File: config.mk
export PLATFORM = sky130hd
export DESIGN_NAME = io_port_unit_flat
export DESIGN_NICKNAME = d
export VERILOG_FILES = /design/src/rtl/io_port_unit_pkg.sv /design/src/rtl/io_port_unit_if.sv /design/src/rtl/io_port_unit_port_fifo.sv /design/src/rtl/io_port_unit.sv /design/src/flat_wrapper.sv
export SDC_FILE = /design/constraint.sdc
export NUM_CORES = 1
export LEC_CHECK = 0
export ABC_AREA = 1
export CORE_ASPECT_RATIO = 0.8
export CORE_UTILIZATION = 35
export DETAILED_ROUTE_END_ITERATION = 6
export SLEW_MARGIN = 40
export SYNTH_ARGS = -nofsm -noshare
export SYNTH_HDL_FRONTEND = slang
export SYNTH_SLANG_ARGS = --single-unit
File: constraint.sdc
create_clock -name clk -period 2.6 [get_ports clk]
set_input_delay 0.39 -clock clk [delete_from_list [all_inputs] [get_ports clk]]
set_output_delay 0.39 -clock clk [all_outputs]
set_load 0.03 [all_outputs]
File: src/rtl/io_port_unit_pkg.sv
// Shared widths and watchdog limits for the CPU IN/OUT port buffer.
// Every consumer imports these values, so they change in one place only.
package io_port_unit_pkg;

    localparam int IO_DATA_W = 16;
    localparam int IO_WDOG_W = 8;

    typedef logic [IO_WDOG_W-1:0] wdog_t;

    localparam wdog_t IO_WDOG_MAX = 8'hFF;

    // Watchdog threshold: the stall cycle that moves the counter onto IO_WDOG_MAX raises ovf_err.
    function automatic logic wdog_trips(input wdog_t cnt);
        return cnt == (IO_WDOG_MAX - wdog_t'(1));
    endfunction

endpackage

File: src/rtl/io_port_unit_if.sv
// Bundles the execute-stage and peripheral-side port signals of io_port_unit.
// The slave modport is the port unit; the master modport is the CPU/peripheral environment.
interface io_port_unit_if
    import io_port_unit_pkg::*;
#(
    parameter int DATA_W = IO_DATA_W
);
    logic [DATA_W-1:0] ext_in_data;
    logic              ext_in_valid;
    logic              ext_in_ready;
    logic              cpu_in_rd;
    logic [DATA_W-1:0] cpu_in_data;
    logic              cpu_out_wr;
    logic [DATA_W-1:0] cpu_out_data;
    logic [DATA_W-1:0] ext_out_data;
    logic              ext_out_valid;
    logic              ext_out_ready;
    logic              stall_req;
    logic              ovf_err;

    modport slave (
        input  ext_in_data, ext_in_valid, cpu_in_rd, cpu_out_wr, cpu_out_data, ext_out_ready,
        output ext_in_ready, cpu_in_data, ext_out_data, ext_out_valid, stall_req, ovf_err
    );

    modport master (
        output ext_in_data, ext_in_valid, cpu_in_rd, cpu_out_wr, cpu_out_data, ext_out_ready,
        input  ext_in_ready, cpu_in_data, ext_out_data, ext_out_valid, stall_req, ovf_err
    );

endinterface

File: src/rtl/io_port_unit_port_fifo.sv
// First-word fall-through FIFO: head word is visible the cycle after its push edge, 0 when empty.
// Pushes while full and pops while empty are ignored; a pop frees room only from the next cycle.
module io_port_unit_port_fifo #(
    parameter int DATA_W = 16,
    parameter int DEPTH  = 4
) (
    input  logic                   clk,
    input  logic                   rst_n,
    input  logic                   push,
    input  logic [DATA_W-1:0]      push_data,
    input  logic                   pop,
    output logic [DATA_W-1:0]      head_data,
    output logic                   full,
    output logic                   empty,
    output logic [$clog2(DEPTH):0] count
);
    localparam int AW = $clog2(DEPTH);
    localparam logic [AW:0] FULL_CNT = (AW+1)'(DEPTH);

    logic [DATA_W-1:0] mem [DEPTH];
    logic [AW-1:0]     head;
    logic [AW-1:0]     tail;
    logic [AW:0]       cnt;
    logic              do_push;
    logic              do_pop;

    assign full    = (cnt == FULL_CNT);
    assign empty   = (cnt == '0);
    assign count   = cnt;
    assign do_push = push & ~full;
    assign do_pop  = pop & ~empty;

    // Gating on empty keeps the output at zero through reset without clearing the array.
    assign head_data = empty ? '0 : mem[head];

    always_ff @(posedge clk) begin
        if (do_push) begin
            mem[tail] <= push_data;
        end
    end

    always_ff @(posedge clk or negedge rst_n) begin
        if (!rst_n) begin
            head <= '0;
            tail <= '0;
            cnt  <= '0;
        end else begin
            if (do_push) begin
                tail <= tail + AW'(1);
            end
            if (do_pop) begin
                head <= head + AW'(1);
            end
            unique case ({do_push, do_pop})
                2'b10:   cnt <= cnt + (AW+1)'(1);
                2'b01:   cnt <= cnt - (AW+1)'(1);
                default: cnt <= cnt;
            endcase
        end
    end

endmodule

File: src/rtl/io_port_unit.sv
// Buffers CPU IN/OUT ports through two FWFT FIFOs; stall_req is combinational, zero latency.
// Peripheral sides use valid/ready; the CPU side is held by stall_req; long OUT stalls latch ovf_err.
module io_port_unit
    import io_port_unit_pkg::*;
#(
    parameter int DATA_W    = IO_DATA_W,
    parameter int IN_DEPTH  = 4,
    parameter int OUT_DEPTH = 4
) (
    input  logic          clk,
    input  logic          RESET,
    io_port_unit_if.slave io
);
    logic [DATA_W-1:0]        in_head;
    logic                     in_full;
    logic                     in_empty;
    logic [$clog2(IN_DEPTH):0] in_count;

    logic [DATA_W-1:0]         out_head;
    logic                      out_full;
    logic                      out_empty;
    logic [$clog2(OUT_DEPTH):0] out_count;

    logic  in_stall;
    logic  out_stall;
    wdog_t wdog_cnt;
    logic  ovf_q;

    io_port_unit_port_fifo #(
        .DATA_W (DATA_W),
        .DEPTH  (IN_DEPTH)
    ) u_in_fifo (
        .clk       (clk),
        .rst_n     (RESET),
        .push      (io.ext_in_valid),
        .push_data (io.ext_in_data),
        .pop       (io.cpu_in_rd),
        .head_data (in_head),
        .full      (in_full),
        .empty     (in_empty),
        .count     (in_count)
    );

    io_port_unit_port_fifo #(
        .DATA_W (DATA_W),
        .DEPTH  (OUT_DEPTH)
    ) u_out_fifo (
        .clk       (clk),
        .rst_n     (RESET),
        .push      (io.cpu_out_wr),
        .push_data (io.cpu_out_data),
        .pop       (io.ext_out_ready),
        .head_data (out_head),
        .full      (out_full),
        .empty     (out_empty),
        .count     (out_count)
    );

    // Occupancy counts are for debug probing only.
    logic unused_counts;
    assign unused_counts = &{1'b0, in_count, out_count};

    // Readiness comes only from occupancy, so the producer never waits on an IN instruction.
    assign io.ext_in_ready  = ~in_full;
    assign io.cpu_in_data   = in_head;
    assign io.ext_out_data  = out_head;
    assign io.ext_out_valid = ~out_empty;

    assign in_stall     = io.cpu_in_rd & in_empty;
    assign out_stall    = io.cpu_out_wr & out_full;
    assign io.stall_req = in_stall | out_stall;
    assign io.ovf_err   = ovf_q;

    // The counter saturates so a stall lasting far longer cannot wrap back below the threshold.
    always_ff @(posedge clk or negedge RESET) begin
        if (!RESET) begin
            wdog_cnt <= '0;
            ovf_q    <= 1'b0;
        end else if (out_stall) begin
            if (wdog_cnt != IO_WDOG_MAX) begin
                wdog_cnt <= wdog_cnt + wdog_t'(1);
            end
            if (wdog_trips(wdog_cnt)) begin
                ovf_q <= 1'b1;
            end
        end else begin
            wdog_cnt <= '0;
        end
    end

endmodule
File: src/flat_wrapper.sv
// flat-port wrapper written by rule: the top's interface ports become plain ports
module io_port_unit_flat import io_port_unit_pkg::*;
#(
    parameter int DATA_W    = IO_DATA_W,
    parameter int IN_DEPTH  = 4,
    parameter int OUT_DEPTH = 4
)
  (clk, RESET, io_ext_in_data, io_ext_in_valid, io_cpu_in_rd, io_cpu_out_wr, io_cpu_out_data, io_ext_out_ready, io_ext_in_ready, io_cpu_in_data, io_ext_out_data, io_ext_out_valid, io_stall_req, io_ovf_err);
  io_port_unit_if #(.DATA_W(DATA_W)) io_i ();
  input  logic clk;
  input  logic RESET;
  input wire logic [$bits(io_i.ext_in_data)-1:0] io_ext_in_data;
  input wire logic [$bits(io_i.ext_in_valid)-1:0] io_ext_in_valid;
  input wire logic [$bits(io_i.cpu_in_rd)-1:0] io_cpu_in_rd;
  input wire logic [$bits(io_i.cpu_out_wr)-1:0] io_cpu_out_wr;
  input wire logic [$bits(io_i.cpu_out_data)-1:0] io_cpu_out_data;
  input wire logic [$bits(io_i.ext_out_ready)-1:0] io_ext_out_ready;
  output wire logic [$bits(io_i.ext_in_ready)-1:0] io_ext_in_ready;
  output wire logic [$bits(io_i.cpu_in_data)-1:0] io_cpu_in_data;
  output wire logic [$bits(io_i.ext_out_data)-1:0] io_ext_out_data;
  output wire logic [$bits(io_i.ext_out_valid)-1:0] io_ext_out_valid;
  output wire logic [$bits(io_i.stall_req)-1:0] io_stall_req;
  output wire logic [$bits(io_i.ovf_err)-1:0] io_ovf_err;
  assign io_i.ext_in_data = io_ext_in_data;
  assign io_i.ext_in_valid = io_ext_in_valid;
  assign io_i.cpu_in_rd = io_cpu_in_rd;
  assign io_i.cpu_out_wr = io_cpu_out_wr;
  assign io_i.cpu_out_data = io_cpu_out_data;
  assign io_i.ext_out_ready = io_ext_out_ready;
  assign io_ext_in_ready = io_i.ext_in_ready;
  assign io_cpu_in_data = io_i.cpu_in_data;
  assign io_ext_out_data = io_i.ext_out_data;
  assign io_ext_out_valid = io_i.ext_out_valid;
  assign io_stall_req = io_i.stall_req;
  assign io_ovf_err = io_i.ovf_err;
  io_port_unit #(.DATA_W(DATA_W), .IN_DEPTH(IN_DEPTH), .OUT_DEPTH(OUT_DEPTH)) u_core (.clk(clk), .RESET(RESET), .io(io_i));
endmodule
==> reports/metrics.yaml <==
place_congestion: 0.780
p_switching_mw: 4.09
combPwrFrac: 0.439
h-tree-depth: 4
synth-compound-area-share: 0.0838
slew_violations: 0
r2r_cells: 9
p_sw_frac: 0.400
grt_pass1_wl_um: 20700
detail_route.wl_per_cell_um: 15.0
yosys.area_share.adder: 0.0294
ys_seq_area_frac: 0.682
ir_drop_mv: 0.418
post-route-util: 0.447
p_leak_nw: 3.16
avgSynthCellArea_um2: 11.9
post-route-min-period_ns: 2.38
clk_latency_ns: 0.42
synthCells: 544
hold_violations: 0
startpoint: "u_core.u_out_fifo.head[0]"
pwr-share-clk: 0.230
intPower_mw: 6.14
ys_ff_latch: 151
r2r_start: "u_core.u_in_fifo.count[1]"
antenna_found_initial: 0
yosysTopAreaCell: "edfxtp_1"
tns_ns: 0
clkSinkCount: 151
grt_overflow: 0
synth_area_um2: 6480
yosys.area_share.simple: 0.139
drc: 0
setup_viol: 0
skew_ns: 0.00983
clk_pin_slew_ns: 0.06
port_buffers: 73
cts_buffers: 17
pwr-share-seq: 0.331
die_w_um: 154
antennaDiodeCount: 0
yosysTopAreaCellShare: 0.593
crit_path_end_kind: "output port"
max-clock-path-buffers: 2
yosysWarnings: 0
routed_via_density: 4.71
ant_nets: 0
crit_type: "flip-flop to output port"
core_um2: 18100
areaGrowthSynthToFinish_pct: 24.9
critPathArrivalTime_ns: 1.99
grt_start_max_net_pins: 25
drv_cap: 0
grt_pass1_vias: 4075
totalWireLength_um: 13200
cp.required_ns: 2.21
fp-row-count: 44
crit_fanout: 13
synth_top_family_by_area: "simple AND/OR/NAND/NOR gates"
start_kind: "flip-flop"
synth.area.mux_share: 0
whs_ns: 0.335
max-slew-margin-rel: 0.765
start_util: 0.358
p_per_area_nw_per_um2: 1260
grtUsageTotal: 0.145
nets: 687
synthXorXnorAreaFrac: 0.0108
drive_gt1_frac: 0.137
ys_types: 32
timing.final.crit_share: 0.915
rsz0062_at_grt: "no"
clockRootBuffer: "clkbuf_16"
drtPass1Iterations: 4
hpwl_um: 8370
cts_tree: "done"
vias: 4133
ios: 74
worst_pin_slew_ns: 0.353
cts.hold.buffers_added: 0
dieArea_um2: 19100
outcome: "finished clean"
synth_area_leaders: "edfxtp_1 (59%), dfrtp_1 (8.9%), nor2_1 (8.2%), o21ai_1 (4.7%), a21oi_1 (2.9%)"
hold_path_class: "input port to async pin"
die_y_um: 124
max_freq_ghz: 0.420
synth_nets: 596
drt_iter0_drc: 209
power groups by stage:
stage | sequential [mW] | clock, mW | combinational [mW]
after floorplan | 3.37 | 0 | 3.13
after global placement | 3.41 | 0 | 4.65
after detailed placement | 3.43 | 0 | 4.72
after CTS | 3.39 | 2.40 | 4.60
after global routing | 3.43 | 2.52 | 4.92
final | 3.39 | 2.35 | 4.50
cell families (layout without fill, tap and decap cells):
family,after synthesis,in the layout
and+or+nand+nor,205,205
DFF,151,151
AOI/OAI and AO/OA,108,108
buffers and inverters,58,162
adders and majority gates,14,14
xor gates and xnor gates,8,8
placed cells by master (no fill, tap or decap), types with 3 or more instances in the layout:
cell type          n
a21oi_1           37
clkdlybuf4s50_1   40
dlygate4sd2_1     14
dfrtp_1           23
clkbuf_16         17
nand2_2            4
dlymetal6s2s_1    16
nand3_1           11
inv_1             23
clkinvlp_4         5
buf_4             19
nor2_2            10
inv_8              3
o21ai_0            9
buf_12             5
o21ai_1           61
nand2_1           29
edfxtp_1         128
ha_1              12
inv_6              4
xor2_1             6
nor2_1           141
inv_2              9
timing repair:
item,in CTS,in global routing
setup buffers,0,0
hold endpoints to repair,0,0
resized for setup,14,16
endpoints found under the setup margin,14,16
metal layers:
metal  part of all wire  track usage
met5                  0            0
met1               0.45        0.182
met4             0.0088       0.0513
met3              0.039       0.0362
met2               0.50        0.246
stage by stage:
step / setup slack [ns] / power (mW) / area, µm² / instances
final: 0.221 / 10.2 / 8090 / 878
after global routing: 0.0971 / 10.9 / 8090 / 878
after CTS: 0.00529 / 10.4 / 8050 / 878
after detailed placement: 0.137 / 8.16 / 7500 / 846
after global placement: 0.144 / 8.06 / 7500 / 846
after floorplan: 0.438 / 6.50 / 6480 / 544
worst max-delay path, stage by stage, from the launching register on:
cell and delay, ns:
dfrtp_1 0.47, buf_4 0.24, nor2_1 0.07, nor2_1 0.08, o21ai_1 0.07, a21oi_1 0.21, dlygate4sd2_1 0.43
worst paths after layout:
path	end	slack, ns
hold / removal	u_core.wdog_cnt[1]	0.34
setup reg to reg	u_core.u_in_fifo.count[2]	0.59
min in group clk	u_core.u_in_fifo.count[1]	0.49
max in group asynchronous	u_core.u_out_fifo.tail[1]	2.02
hold reg to reg	u_core.u_in_fifo.count[1]	0.49
setup / recovery	io_ext_out_data[11]	0.22
Yosys cell counts (all sizes together):
cell type	n
buf	22
nand2	34
fa	2
o21ai	70
xor2	6
clkinv	1
nor2	154
nand3	14
o21bai	1
ha	12
dfrtp	23
xnor2	2
nand4	1
a21oi	37
or2	1
inv	35
edfxtp	128
nand3b	1
sequential cells by signal (all words and copies together), names as in the netlist:
signal,count
u_core.u_out_fifo.head,2
u_core.u_in_fifo.count,3
u_core.u_out_fifo.count,3
u_core.u_in_fifo.tail,2
u_core.u_out_fifo.mem,64
u_core.io.ovf_err,1
u_core.u_out_fifo.tail,2
u_core.u_in_fifo.head,2
u_core.wdog_cnt,8
u_core.u_in_fifo.mem,64
cell type report:
cell class                 count  area, µm²
tap                          230        288
timing repair buffer          94        966
multi-input combinational    335       1700
clock buffer                  17        425
sequential                   151       4420
clock inverter                15        145
inverter                      36        145
fill                        1617      10000
Note: power is estimated with default switching activity, not from simulation.
